[config.mk]
export PLATFORM = sky130hd
export DESIGN_NAME = clock_time_counter_flat
export DESIGN_NICKNAME = d
export VERILOG_FILES = /design/src/rtl/clock_time_counter_if.sv /design/src/rtl/clock_time_counter.sv /design/src/flat_wrapper.sv
export SDC_FILE = /design/constraint.sdc
export NUM_CORES = 1
export LEC_CHECK = 0
export ABC_AREA = 1
export CORE_MARGIN = 5
export CORE_UTILIZATION = 53
export DETAILED_ROUTE_END_ITERATION = 7
export GPL_ROUTABILITY_DRIVEN = 1
export PLACE_DENSITY = 0.83
export SYNTH_ARGS = -nofsm -noshare
export SYNTH_HDL_FRONTEND = slang
export SYNTH_SLANG_ARGS = --single-unit
[constraint.sdc]
create_clock -name clk_in -period 1.8 [get_ports clk_in]
set_clock_uncertainty 0.2 [all_clocks]
set_input_delay 0.54 -clock clk_in [delete_from_list [all_inputs] [get_ports clk_in]]
set_output_delay 0.54 -clock clk_in [all_outputs]
set_load 0.02 [all_outputs]
[src/rtl/clock_time_counter_if.sv]
// Bundle between the clock-time core and its key/seconds sources and display stage.
interface clock_time_counter_if;
  logic       sec_clk;
  logic       key_mode;
  logic       key_inc;
  logic [7:0] hour_bcd;
  logic [7:0] min_bcd;
  logic [7:0] sec_bcd;
  logic [1:0] mode;
  logic       day_pulse;

  // Stimulus side: seconds clock and key pulses out, time/mode in
  modport master (
    output sec_clk,
    output key_mode,
    output key_inc,
    input  hour_bcd,
    input  min_bcd,
    input  sec_bcd,
    input  mode,
    input  day_pulse
  );

  // Core side
  modport slave (
    input  sec_clk,
    input  key_mode,
    input  key_inc,
    output hour_bcd,
    output min_bcd,
    output sec_bcd,
    output mode,
    output day_pulse
  );
endinterface

[src/rtl/clock_time_counter.sv]
// 24-hour BCD hh:mm:ss time-of-day counter with run / set-hour / set-minute modes.
module clock_time_counter #(
  parameter logic [7:0] INIT_HOUR = 8'h12,
  parameter logic [7:0] INIT_MIN  = 8'h00
) (
  input  logic                 clk_in,
  input  logic                 rst,
  clock_time_counter_if.slave  bus
);

  localparam logic [1:0] ST_RUN      = 2'd0;
  localparam logic [1:0] ST_SET_HOUR = 2'd1;
  localparam logic [1:0] ST_SET_MIN  = 2'd2;

  logic       s1, s2, s3;
  logic       tick;
  logic [1:0] state, state_n;
  logic [7:0] hour_q, min_q, sec_q;
  logic [7:0] hour_n, min_n, sec_n;
  logic       day_q, day_n;
  logic [8:0] s_inc, m_inc, h_inc;

  // BCD increment with wrap at {max_tens,max_ones}; returns {wrapped, next_value}
  function automatic logic [8:0] inc_bcd(input logic [7:0] v,
                                         input logic [3:0] max_tens,
                                         input logic [3:0] max_ones);
    logic [3:0] tens_p1;
    logic [3:0] ones_p1;
    tens_p1 = v[7:4] + 4'd1;
    ones_p1 = v[3:0] + 4'd1;
    if (v[7:4] == max_tens && v[3:0] == max_ones) return {1'b1, 8'h00};
    if (v[3:0] == 4'd9) return {1'b0, tens_p1, 4'd0};
    return {1'b0, v[7:4], ones_p1};
  endfunction

  // Seconds-clock synchronizer plus edge-detect delay stage
  always_ff @(posedge clk_in or posedge rst) begin
    if (rst) begin
      s1 <= 1'b0;
      s2 <= 1'b0;
      s3 <= 1'b0;
    end else begin
      s1 <= bus.sec_clk;
      s2 <= s1;
      s3 <= s2;
    end
  end

  assign tick = s2 & ~s3;

  // Mode state and registered time/day outputs
  always_ff @(posedge clk_in or posedge rst) begin
    if (rst) begin
      state  <= ST_RUN;
      hour_q <= INIT_HOUR;
      min_q  <= INIT_MIN;
      sec_q  <= 8'h00;
      day_q  <= 1'b0;
    end else begin
      state  <= state_n;
      hour_q <= hour_n;
      min_q  <= min_n;
      sec_q  <= sec_n;
      day_q  <= day_n;
    end
  end

  // Next-state: counting in RUN, field edits in SET_*, mode advance wins over key_inc
  always_comb begin
    state_n = state;
    hour_n  = hour_q;
    min_n   = min_q;
    sec_n   = sec_q;
    day_n   = 1'b0;
    s_inc   = inc_bcd(sec_q, 4'd5, 4'd9);
    m_inc   = inc_bcd(min_q, 4'd5, 4'd9);
    h_inc   = inc_bcd(hour_q, 4'd2, 4'd3);
    case (state)
      ST_RUN: begin
        if (tick) begin
          sec_n = s_inc[7:0];
          if (s_inc[8]) begin
            min_n = m_inc[7:0];
            if (m_inc[8]) begin
              hour_n = h_inc[7:0];
              day_n  = h_inc[8];
            end
          end
        end
        if (bus.key_mode) state_n = ST_SET_HOUR;
      end
      ST_SET_HOUR: begin
        if (bus.key_mode)     state_n = ST_SET_MIN;
        else if (bus.key_inc) hour_n  = h_inc[7:0];
      end
      ST_SET_MIN: begin
        if (bus.key_mode) begin
          state_n = ST_RUN;
          sec_n   = 8'h00;
        end else if (bus.key_inc) begin
          min_n = m_inc[7:0];
        end
      end
      default: state_n = ST_RUN;
    endcase
  end

  assign bus.hour_bcd  = hour_q;
  assign bus.min_bcd   = min_q;
  assign bus.sec_bcd   = sec_q;
  assign bus.mode      = state;
  assign bus.day_pulse = day_q;

endmodule

[src/flat_wrapper.sv]
// flat-port wrapper written by rule: the top's interface ports become plain ports
module clock_time_counter_flat 
#(
  parameter logic [7:0] INIT_HOUR = 8'h12,
  parameter logic [7:0] INIT_MIN  = 8'h00
)
  (clk_in, rst, bus_sec_clk, bus_key_mode, bus_key_inc, bus_hour_bcd, bus_min_bcd, bus_sec_bcd, bus_mode, bus_day_pulse);
  clock_time_counter_if bus_i ();
  input  logic clk_in;
  input  logic rst;
  input wire logic [$bits(bus_i.sec_clk)-1:0] bus_sec_clk;
  input wire logic [$bits(bus_i.key_mode)-1:0] bus_key_mode;
  input wire logic [$bits(bus_i.key_inc)-1:0] bus_key_inc;
  output wire logic [$bits(bus_i.hour_bcd)-1:0] bus_hour_bcd;
  output wire logic [$bits(bus_i.min_bcd)-1:0] bus_min_bcd;
  output wire logic [$bits(bus_i.sec_bcd)-1:0] bus_sec_bcd;
  output wire logic [$bits(bus_i.mode)-1:0] bus_mode;
  output wire logic [$bits(bus_i.day_pulse)-1:0] bus_day_pulse;
  assign bus_i.sec_clk = bus_sec_clk;
  assign bus_i.key_mode = bus_key_mode;
  assign bus_i.key_inc = bus_key_inc;
  assign bus_hour_bcd = bus_i.hour_bcd;
  assign bus_min_bcd = bus_i.min_bcd;
  assign bus_sec_bcd = bus_i.sec_bcd;
  assign bus_mode = bus_i.mode;
  assign bus_day_pulse = bus_i.day_pulse;
  clock_time_counter #(.INIT_HOUR(INIT_HOUR), .INIT_MIN(INIT_MIN)) u_core (.clk_in(clk_in), .rst(rst), .bus(bus_i));
endmodule
; After elaboration in Yosys (flattened, before gate mapping)
; Index checks and enable logic that the tools add are counted.
[word_totals]
regBits = 30
input_bits = 5
[op_classes]
addsub = 6
eq_ne = 20
mux = 43
n_bitwise = 2
reduce_logical = 11
[ops]
columns = operator, n
row1 = $mux W9, 12
row2 = $mux W8, 11
row3 = $pmux W8 S2, 3
row4 = $add A4 B1 Y4 const B, 6
row5 = $ne A2 B2 Y1 const B, 7
row6 = $mux W1, 13
row7 = $eq A4 B4 Y1 const B, 3
row8 = $eq A4 B2 Y1 const B, 2
row9 = $eq A4 B3 Y1 const B, 2
row10 = $mux W2, 3
row11 = $ne A2 B1 Y1 const B, 3
row12 = $pmux W2 S3, 1
row13 = $reduce_and A3 Y1, 2
row14 = $reduce_and A6 Y1, 1
row15 = $reduce_and A5 Y1, 1
row16 = $reduce_and A4 Y1, 1
row17 = $reduce_bool A2 Y1, 2
row18 = $logic_and A1 B1 Y1, 3
row19 = $ne A3 B1 Y1 const B, 1
row20 = $eq A2 B1 Y1 const B, 1
row21 = $eq A2 B2 Y1 const B, 1
row22 = $logic_not A2 Y1, 1
row23 = $and A1 B1 Y1, 1
row24 = $not A1 Y1, 1

; Logic depth before layout (Yosys ltp)
; Gate-level depths: netlist (run 1).
[logic_depth]
word_depth = 10
depth_mapped = 9
depth_no_buf = 9

; Least setup slack after synthesis (run 1)
; OpenSTA, ideal clock, no wires.
[synth_path]
path_type = register -> register
from = register u_core.min_q[0] (netlist: u_core.bus.min_bcd[0])
to = register u_core.hour_q[2] (netlist: u_core.bus.hour_bcd[2])
setup_time_ns = 0.119
arrival_ns = 1.398
required_ns = 1.481
setup_slack_ns = 0.083
stages_incl_launch_ff = 9
n_path_buf = 0
path_cell_list = dfrtp_1 -> ha_1 -> nand2_2 -> nor2_8 -> nand3_4 -> nand2_4 -> nand2_4 -> nand2_1 -> o21ai_2
[synth_via]
elab_chain_cells = 7
elab_cells_between_ends = 10
classes_between = 2 x eq/ne / 6 x mux / 2 x reduce/logical
[synth_lines]
columns = item, line
row1 = from (decl), clock_time_counter.sv:18  ; logic [7:0] hour_q, min_q, sec_q;
row2 = from (signal assigned), clock_time_counter.sv:62  ; min_q <= min_n;
row3 = $eq A4 B4 Y1 *, "clock_time_counter.sv:31, clock_time_counter.sv:32"
row4 = $mux W1 (2 in a row), clock_time_counter.sv:32  ; if (v[3:0] == 4'd9) return {1'b0, tens_p1, 4'd0};
row5 = $mux W9, clock_time_counter.sv:33  ; return {1'b0, v[7:4], ones_p1};
row6 = $mux W9 *, clock_time_counter.sv:32
row7 = $ne A2 B1 Y1 (no line) *, n/a
row8 = $reduce_and A6 Y1 (no line) *, n/a
row9 = to (signal assigned), clock_time_counter.sv:61  ; hour_q <= hour_n;
row10 = to (decl), clock_time_counter.sv:18
; Every way passes the cells marked *; elsewhere a longest branch is shown, timed or not. The select of a mux whose other input is x is not followed.
; A chain may end at the register's enable or synchronous reset.

; Final worst setup path (run 1)
[layout_path]
from = register u_core.hour_q[1] (netlist: u_core.bus.hour_bcd[1])
to = output port bus_hour_bcd[1]
[layout_lines]
columns = item, line
row1 = to (decl), flat_wrapper.sv:14  ; output wire logic [$bits(bus_i.hour_bcd)-1:0] bus_hour_bcd;
; No word-level cell between the ends.

==> results of run 1 <==
## per-stage QoR
stage / instance area, um2 / setup WS [ns] / utilization (%) / power (mW) / TNS, ns
final: 2520 / 0.0367 / 75.0 / 2.83 / 0
after floorplan: 1850 / 0.0830 / - / 1.75 / 0
after detailed placement: 2440 / -0.248 / 72.7 / 2.36 / -3.88
after CTS: 2500 / 0.00150 / 74.3 / 2.78 / 0
after global placement: 2440 / -0.180 / 72.7 / 2.31 / -2.88
after global routing: 2520 / -0.0177 / 75.0 / 3.03 / -0.0927
## layout make-up
| cell class | count | area (um2) | share of cell area [%] |
|---|---|---|---|
| Clock buffer | 8 | 78.8 | 3.12 |
| Inverter | 25 | 93.8 | 3.72 |
| Timing Repair Buffer | 62 | 510 | 20.2 |
| Tap cell | 46 | 57.6 | 2.28 |
| Multi-Input combinational cell | 147 | 1030 | 40.8 |
| Sequential cell | 30 | 753 | 29.9 |
## cell usage in the layout, fill, tap and decap left out, types with 5 or more instances in the layout
cell type        instances
inv_2                    5
ha_1                    11
nand4_1                  6
xor2_1                   7
nand2_2                  9
nor2_1                  13
o21ai_0                  5
nand2_4                  6
o21ai_2                  9
clkdlybuf4s15_1         12
clkbuf_2                 9
dfrtp_1                 28
nand2_1                 39
inv_1                   20
buf_4                   28
clkbuf_4                 5
nand3_1                 12
## sequential cells by signal, summed over array words and instances, names as in the netlist
| register | cells |
|---|---|
| u_core.s3 | 1 |
| u_core.s1 | 1 |
| u_core.bus.sec_bcd | 8 |
| u_core.bus.hour_bcd | 8 |
| u_core.bus.day_pulse | 1 |
| u_core.bus.min_bcd | 8 |
| u_core.s2 | 1 |
| u_core.bus.mode | 2 |
## metal layers
metal | vias to the layer above | GRT usage [%] | wire, um
met5 | - | 0 | 0
li1 | 791 | - | -
met1 | 716 | 20.4 | 1640
met3 | 6 | 3.92 | 159
met2 | 31 | 28.6 | 1890
met4 | 0 | 7.59 | 40
## power breakdown
group	switching, mW	internal [mW]
Sequential	0.102	0.821
Combinational	0.820	0.588
Clock	0.228	0.267
## logic make-up (layout without fill, tap and decap cells)
group	count (synthesis)	in the layout	synth area share [%]
xor+xnor	8	8	3.79
simple gates	106	106	33.9
buf+inv	25	95	5.08
flops	30	30	40.8
compound gates	21	21	8.33
fa+ha+maj	12	12	8.13
## how the worst min path moves through the flow
stage | start | to | slack, ns | cells past startpoint
CTS | u_core.s1 | u_core.s2 | 0.16 | 0
global route | u_core.s1 | u_core.s2 | 0.17 | 0
detailed placement | u_core.s1 | u_core.s2 | 0.14 | 0
finish | u_core.s1 | u_core.s2 | 0.16 | 0
global placement | u_core.s1 | u_core.s2 | 0.14 | 0
floorplan | u_core.s1 | u_core.s2 | 0.13 | 0
## repair_timing
item / in CTS / in global routing
resized for setup: 45 / 38
setup buffers: 0 / 2
setup endpoints to repair: 27 / 39
pin swaps: 0 / 6
==> summary.md, run 1 <==
| Metric | Value |
|---|---|
| Diode count | `0` |
| Clock insertion delay at the later pin of the skew report | `0.32 ns` |
| Die H | `69.0 um` |
| Clock transition at path regs | `0.09 ns` |
| CP bufs+invs | `1` |
| Nets | `288` |
| Max_cap viols | `0` |
| Outcome | `completed` |
| Yosys top cell by area | `dfrtp_1` |
| Critical Path Sink Type | `primary output` |
| DR vias | `1,544` |
| Worst Setup EP | `bus_hour_bcd[1]` |
| Synth Flop Type | `dfrtp_1` |
| Share of layout cells above drive strength 1 | `38.2%` |
| CTS tree | `done` |
| CTS max path bufs | `2` |
| Slew HR | `81.3%` |
| Lkg Pwr | `1.28 nW` |
| Core Area | `3360 um2` |
| Commonest cells in the netlist | `40 x nand2_1, 28 x dfrtp_1, 21 x inv_1` |
| Filler Cells Inserted | `261` |
| Count leader, synth | `nand2_1` |
| Cell count after synthesis | `202` |
| CTS sink count | `30` |
| RSZ-0062 raised after global routing | `true` |
| Via density per instance | `4.86` |
| Cell Count, Final, Fillers Out | `318` |
| Power Density | `1120 nW/um2` |
| Total track usage | `16.9%` |
| Antenna violations before repair | `0` |
| Initial DRC Count | `45` |
| Port-buffer cells | `31` |
| Worst slew pin tran | `0.279 ns` |
| Unique masters post-synth | `32` |
| R2R cell count | `9` |
| Critical Path Start | `u_core.bus.hour_bcd[1]` |
| Initial Util | `54.9%` |
| Hold_buf cts | `0` |
| Post-DP HPWL | `2.82 mm` |
| WP depth | `1` |
| Max-slew violations | `0` |
| Post-synth EDFFs | `0` |
| H-Tree Depth | `2` |
| Synth warn | `0` |
| Share of the synthesized area in the top cell type | `37.9%` |
| Antenna viol nets, final | `0` |
| Final WL | `3.73 mm` |
| Critical Path AT | `1.02 ns` |
| Total grt overflow | `0` |
| Hold Vio Cnt, Final | `0` |
| Final Setup Violations | `0` |
| Largest net degree at the start of global routing | `31` |
| Crit path cell chain | `buf_2` |
| Register bit total from synthesis | `30` |
| R2R Path Start | `u_core.bus.hour_bcd[1]` |
| Vias in the first global route | `1,563` |
| Post-Syn Area | `1850 um2` |
| Drt drc | `0` |
| Synth async-reset ratio | `100%` |
| CTS root buf | `clkbuf_4` |
| Placed cell count | `308` |
| Slowest cell on the critical path | `dfstp_2` |
| Worst r2r dst | `u_core.bus.hour_bcd[1]` |
| Crit share post-route | `98.0%` |
| Full die area | `4770 um2` |
| Maximum vdd drop | `1.05 mV` |
| Critical path peak fanout | `2` |
| Num rows | `21` |
| DR WL/cell | `11.7 um` |
| I/O pin total | `32` |
| Die W | `69.0 um` |
| Critical path's top delay family | `flip-flops` |
| CTS Buf Count | `5` |
| Hold WC Path Type | `reg -> reg` |
| Pre-antenna DRT Iters | `4` |
| F_max | `0.567 GHz` |
| Reg2Reg Setup Slack | `0.09 ns` |
| P&R area growth vs syn | `36.6%` |
| Worst Path Class, Setup | `reg -> out` |
| Crit path largest cell delay | `0.54 ns` |
| Sequential-to-total area share from yosys stat | `40.8%` |
| First-pass GRT wire length | `6.59 mm` |
| Syn Nets | `219` |
| Hold slack | `0.164 ns` |
| Critical Path RT | `1.06 ns` |
| Worst setup SP type | `flop` |
| Synth top area cells | `dfrtp_1 38%, ha_1 8.1%, nand2_1 8.1%` |
| RD Place Congestion | `0.816` |
| Final min period | `1.76 ns` |
| Avg Cell Area, Syn | `9.14 um2` |
No activity file was read; power rests on OpenSTA's default activity.
==> run 2, diff against run 1 <==
CORE_UTILIZATION = 30   (was 53)
PLACE_DENSITY = 0.53   (was 0.83)
==> run 2 against run 1 <==
  * Clock power is 14% higher
  * Hold slack got worse by 0.013 ns
  * Final area rose by 3.9%
  * Clock-buffer cell count shrank 1
  * First-iteration DRC count increased by 120%
  * Critical endpoint is now bus_sec_bcd[0]
  * Largest cell class unchanged
==> summary.md, run 2 (synthesis gave the netlist of run 1 again) <==
| Metric | Value |
|---|---|
| Outcome | `completed` |
| Hold Vio Cnt, Final | `0 (unchanged)` |
| Critical Path RT | `1.06 ns (about the same)` |
| Total track usage | `11.1% (-5.8 points)` |
| Leading cell type in the layout, fill and taps excluded | `nand2_1` |
| R2R Path Start | `u_core.bus.sec_bcd[1]` |
| CTS Buf Count | `5 (unchanged)` |
| Lkg Pwr | `1.37 nW (+7.3%)` |
| Post-DP HPWL | `2.91 mm (+3.2%)` |
| Die W | `88.5 um (+28%)` |
| Full die area | `7830 um2 (+64%)` |
| Die H | `88.5 um (+28%)` |
| R2R cell count | `9 (unchanged)` |
| I/O pin total | `32 (unchanged)` |
| Worst setup SP type | `flop` |
| Critical path peak fanout | `4 (+2)` |
| RSZ-0062 raised after global routing | `true` |
| Hold WC Path Type | `reg -> reg` |
| Max-slew violations | `0 (unchanged)` |
| Slowest cell on the critical path | `dfrtp_1` |
| Worst slew pin tran | `0.260 ns (-0.0192 ns)` |
| DR vias | `1,504 (-2.6%)` |
| P&R area growth vs syn | `41.9%` |
| Initial Util | `31.0% (-24 points)` |
| Maximum vdd drop | `0.522 mV (-50%)` |
| Diode count | `0 (unchanged)` |
| Via density per instance | `4.26 (-12%)` |
| F_max | `0.567 GHz (about the same)` |
| Nets | `294 (+2.1%)` |
| Crit path cell chain | `clkdlybuf4s15_1` |
| RD Place Congestion | `0.800 (-2.0%)` |
| CTS root buf | `clkbuf_8` |
| Worst Path Class, Setup | `reg -> out` |
| Critical Path Start | `u_core.bus.sec_bcd[0]` |
| Drt drc | `0 (unchanged)` |
| CTS tree | `done` |
| Largest net degree at the start of global routing | `31 (unchanged)` |
| Final Setup Violations | `0 (unchanged)` |
| Final WL | `3.94 mm (+5.6%)` |
| Cell Count, Final, Fillers Out | `353 (+11%)` |
| Critical path's top delay family | `flip-flops` |
| Crit share post-route | `98.0% (about the same)` |
| Tot Pwr | `2.89 mW (+2.1%)` |
| Vias in the first global route | `1,490 (-4.7%)` |
| H-Tree Depth | `2 (unchanged)` |
| First-pass GRT wire length | `6.77 mm (+2.7%)` |
| Core Area | `5960 um2 (+77%)` |
| Placed cell count | `341 (+11%)` |
| DR WL/cell | `11.2 um (-4.9%)` |
| Slew HR | `82.6% (+1.3 points)` |
| Port-buffer cells | `31 (unchanged)` |
| Max_cap viols | `0 (unchanged)` |
| Clock transition at path regs | `0.06 ns (-0.03 ns)` |
| CTS sink count | `30 (unchanged)` |
| Pre-antenna DRT Iters | `4 (unchanged)` |
| CTS max path bufs | `2 (unchanged)` |
| Hold_buf cts | `0 (unchanged)` |
| Crit path largest cell delay | `0.42 ns (-0.12 ns)` |
| Num rows | `28 (+33%)` |
| Most frequent cells in the layout | `38 x nand2_1, 34 x buf_4, 28 x dfrtp_1, 21 x inv_1, 21 x dlygate4sd2_1` |
| Antenna violations before repair | `0 (unchanged)` |
| Reg2Reg Setup Slack | `0.07 ns (-0.02 ns)` |
| Hold Startpoint | `u_core.s1` |
| Total grt overflow | `0 (unchanged)` |
| Worst Setup EP | `bus_sec_bcd[0]` |
| Critical Path AT | `1.02 ns (about the same)` |
| WP depth | `1 (unchanged)` |
| CP bufs+invs | `1 (unchanged)` |
| Critical Path Sink Type | `primary output` |
| Final min period | `1.76 ns (+0.00153 ns)` |
| Worst r2r dst | `u_core.bus.hour_bcd[7]` |
| Initial DRC Count | `100 (+120%)` |
| Antenna viol nets, final | `0 (unchanged)` |
| Clock insertion delay at the later pin of the skew report | `0.28 ns (-0.04 ns)` |
| Power Density | `1100 nW/um2 (-1.7%)` |
| Share of layout cells above drive strength 1 | `35.6% (-2.6 points)` |
## run 2: changes by cell type in the layout (fill, tap and decap cells not counted), moves of 2 or more
| cell | before | now |
|---|---|---|
| dlygate4sd2_1 | 1 | 21 |
| clkbuf_2 | 9 | 0 |
| clkdlybuf4s15_1 | 12 | 4 |
| buf_4 | 28 | 34 |
| clkbuf_4 | 5 | 0 |
| clkbuf_8 | 3 | 6 |
| buf_6 | 4 | 2 |
| ha_2 | 0 | 2 |
## run 2: where the power goes
group	switching [mW]	leakage [nW]	internal (mW)
registers	0.0935	0.390	0.822
clock network	0.256	0.0482	0.308
logic	0.799	0.935	0.607
## run 2: per-stage QoR
step / hold WS, ns / cell area, um2 / utilization [%] / setup WS, ns / TNS [ns]
4_1_cts: 0.153 / 2560 / 43.0 / 0.0114 / 0
2_1_floorplan: 0.131 / 1850 / - / 0.0830 / 0
3_3_place_gp: 0.140 / 2510 / 42.2 / -0.194 / -3.13
3_5_place_dp: 0.136 / 2510 / 42.2 / -0.213 / -3.54
5_1_grt: 0.170 / 2620 / 44.0 / -0.0312 / -0.112
6_report: 0.151 / 2620 / 44.0 / 0.0352 / 0
## run 2: layout make-up
class                      count  area [um2]
clock buffer                   7        86.3
sequential                    30         753
clock inverter                 1        5.00
multi-input combinational    147        1020
timing repair buffer          68         572
inverter                      25        93.8
tap                           75        93.8
fill                         606        3330
## run 2: what timing repair did
item,in CTS,in global routing
setup buffers,0,4
resized for setup,33,12
endpoints found under the hold margin,0,0
pin swaps,0,4
setup endpoints to repair,27,16
## run 2: how the worst min path moves through the flow
stage                     slack (ns)   endpoint  cells past startpoint
final                           0.15  u_core.s2                      0
after global routing            0.17  u_core.s2                      0
after CTS                       0.15  u_core.s2                      0
after detailed placement        0.14  u_core.s2                      0
after global placement          0.14  u_core.s2                      0
after floorplan                 0.13  u_core.s2                      0
## run 2: per-layer routing
metal	wire, um	GRT usage (%)	vias up
met1	1880	15.0	673
met3	186	3.17	5
li1	-	-	802
met5	0	0	-
met2	1820	16.8	24
met4	53	4.53	0
==> run 3, diff against run 2 <==
CAP_MARGIN = 30   (was not set)
CELL_PAD_IN_SITES_DETAIL_PLACEMENT = 0   (was not set)
CELL_PAD_IN_SITES_GLOBAL_PLACEMENT = 1   (was not set)
HOLD_SLACK_MARGIN = 0.1   (was not set)
PLACE_DENSITY = 0.66   (was 0.53)
==> run 3 against run 2 <==
  * Clock power shrank 3.9%
  * Routed wire length shrank 2.8%
  * Highest routed layer unchanged
  * Largest power group unchanged
  * Final area shrank 1.6%
  * Global-route usage shrank 0.27 points
  * Non-clock buffer count shrank 4
  * Combinational power shrank 4%
  * Critical path depth is the same
  * Setup slack gained 0.0093 ns
  * First-iteration DRC count shrank 61%
  * Flip-flop and latch count is the same
  * Final cell count shrank 1.4%
  * Maximum frequency grew 0.53%
==> summary.md, run 3 (synthesis gave the netlist of run 1 again) <==
| Metric | Value |
|---|---|
| Full die area | `7830 um2 (unchanged)` |
| Area post-placement | `2500 um2 (-0.30%)` |
| Die W | `88.5 um (unchanged)` |
| Filler Cells Inserted | `622 (+2.6%)` |
| Most frequent cells in the layout | `39 x nand2_1, 30 x buf_4, 28 x dfrtp_1, 22 x dlygate4sd2_1, 20 x inv_1` |
| Largest net degree at the start of global routing | `31 (unchanged)` |
| Die H | `88.5 um (unchanged)` |
| Post-route setup TNS | `0 ns (unchanged)` |
| Nets | `290 (-1.4%)` |
| Slew HR | `80.8% (-1.8 points)` |
| Final Instance Area | `2580 um2 (-1.6%)` |
| Crit path cell chain | `dlygate4sd2_1` |
| Total track usage | `10.9% (-0.27 points)` |
| CP bufs+invs | `1 (unchanged)` |
| Maximum vdd drop | `0.510 mV (-2.2%)` |
| Storage element area | `753 um2 (unchanged)` |
| Final WL | `3.83 mm (-2.8%)` |
| WP depth | `1 (unchanged)` |
| Diode count | `0 (unchanged)` |
| Worst setup SP type | `flop` |
| Critical Path RT | `1.06 ns (about the same)` |
| Post-DP HPWL | `2.98 mm (+2.3%)` |
| Initial DRC Count | `39 (-61%)` |
| RD Place Congestion | `0.795 (-0.68%)` |
| Worst Path Class, Setup | `reg -> out` |
| Final min period | `1.76 ns (-0.00929 ns)` |
| PnR worst setup slack | `0.0445 ns (+0.00929 ns)` |
| Drt drc | `0 (unchanged)` |
| Critical path's top delay family | `flip-flops` |
| Antenna viol nets, final | `0 (unchanged)` |
| Hold Path Stages | `0 (unchanged)` |
| Slowest cell on the critical path | `dfrtp_1` |
| Hold WC Path Type | `reg -> reg` |
| DR vias | `1,491 (-0.86%)` |
| Post-layout util | `43.3% (-0.69 points)` |
| Hold_buf cts | `0 (unchanged)` |
| Core Area | `5960 um2 (unchanged)` |
| First-pass GRT wire length | `6.71 mm (-0.92%)` |
| Clock transition at path regs | `0.06 ns (about the same)` |
| Antenna violations before repair | `0 (unchanged)` |
| I/O pin total | `32 (unchanged)` |
| Leading cell type in the layout, fill and taps excluded | `nand2_1` |
| Cell Count, Final, Fillers Out | `348 (-1.4%)` |
| Outcome | `completed` |
| H-Tree Depth | `2 (unchanged)` |
| Lkg Pwr | `1.36 nW (-1.3%)` |
| Place WS | `-0.194 ns (+0.0182 ns)` |
| Hold Vio Cnt, Final | `0 (unchanged)` |
| DR WL/cell | `11.0 um (-1.4%)` |
| Critical Path AT | `1.02 ns (about the same)` |
| CTS sink count | `30 (unchanged)` |
| Clock insertion delay at the later pin of the skew report | `0.27 ns (about the same)` |
| Hold slack | `0.154 ns (+0.00311 ns)` |
| Max_cap viols | `0 (unchanged)` |
| Final Setup Violations | `0 (unchanged)` |
| F_max | `0.570 GHz (+0.53%)` |
| Critical Path Sink Type | `primary output` |
| Num rows | `28 (unchanged)` |
| CTS Buf Count | `5 (unchanged)` |
| Crit path largest cell delay | `0.41 ns (about the same)` |
| Placed cell count | `340 (-0.29%)` |
| CTS tree | `done` |
| Max-slew violations | `0 (unchanged)` |
| Pre-antenna DRT Iters | `4 (unchanged)` |
| P&R area growth vs syn | `39.7%` |
| Port-buffer cells | `31 (unchanged)` |
| Worst slew pin tran | `0.287 ns (+0.0271 ns)` |
| Multi-input gate area | `1010 um2 (-0.49%)` |
| Tot Pwr | `2.82 mW (-2.3%)` |
| Initial Util | `31.0% (unchanged)` |
| Vias in the first global route | `1,472 (-1.2%)` |
| Critical path peak fanout | `4 (unchanged)` |
| R2R cell count | `9 (unchanged)` |
| CTS root buf | `clkbuf_8` |
| Power Density | `1090 nW/um2 (-0.71%)` |
| Crit share post-route | `97.5% (-0.52 points)` |
| CTS max path bufs | `2 (unchanged)` |
| Total grt overflow | `0 (unchanged)` |
| Share of layout cells above drive strength 1 | `34.1% (-1.5 points)` |
| Via density per instance | `4.28 (+0.56%)` |
## run 3: what timing repair did
item,in CTS,in global routing
endpoints found under the setup margin,27,12
resized for setup,33,10
setup buffers,0,1
pin swaps,0,5
## run 3: per-layer routing
layer / track usage (%) / vias to the layer above / routed length, um
li1: - / 795 / -
met1: 14.3 / 673 / 1830
met2: 17.0 / 19 / 1800
met3: 3.54 / 4 / 151
met4: 3.30 / 0 / 43
met5: 0 / - / 0
## run 3: cell type report
cell class	count	area share, %
Inverter	25	3.64
Sequential cell	30	29.2
Multi-Input combinational cell	147	39.2
Tap cell	75	3.64
Clock buffer	7	3.35
Timing Repair Buffer	64	21.0
## run 3: where the power goes
| part | switching [mW] | total (mW) | internal, mW |
|---|---|---|---|
| clock | 0.239 | 0.542 | 0.303 |
| combinational | 0.783 | 1.36 | 0.578 |
| sequential | 0.0952 | 0.918 | 0.823 |
## run 3: path summary, 6_finish.rpt
path,start,slack [ns],end
hold / removal,u_core.s1,0.15,u_core.s2
setup reg to reg,u_core.bus.hour_bcd[1],0.09,u_core.bus.hour_bcd[1]
hold reg to reg,u_core.s1,0.15,u_core.s2
setup / recovery,u_core.bus.min_bcd[1],0.04,bus_min_bcd[1]
max in group asynchronous,rst,0.75,u_core.bus.hour_bcd[1]
min in group asynchronous,rst,0.42,u_core.bus.min_bcd[7]
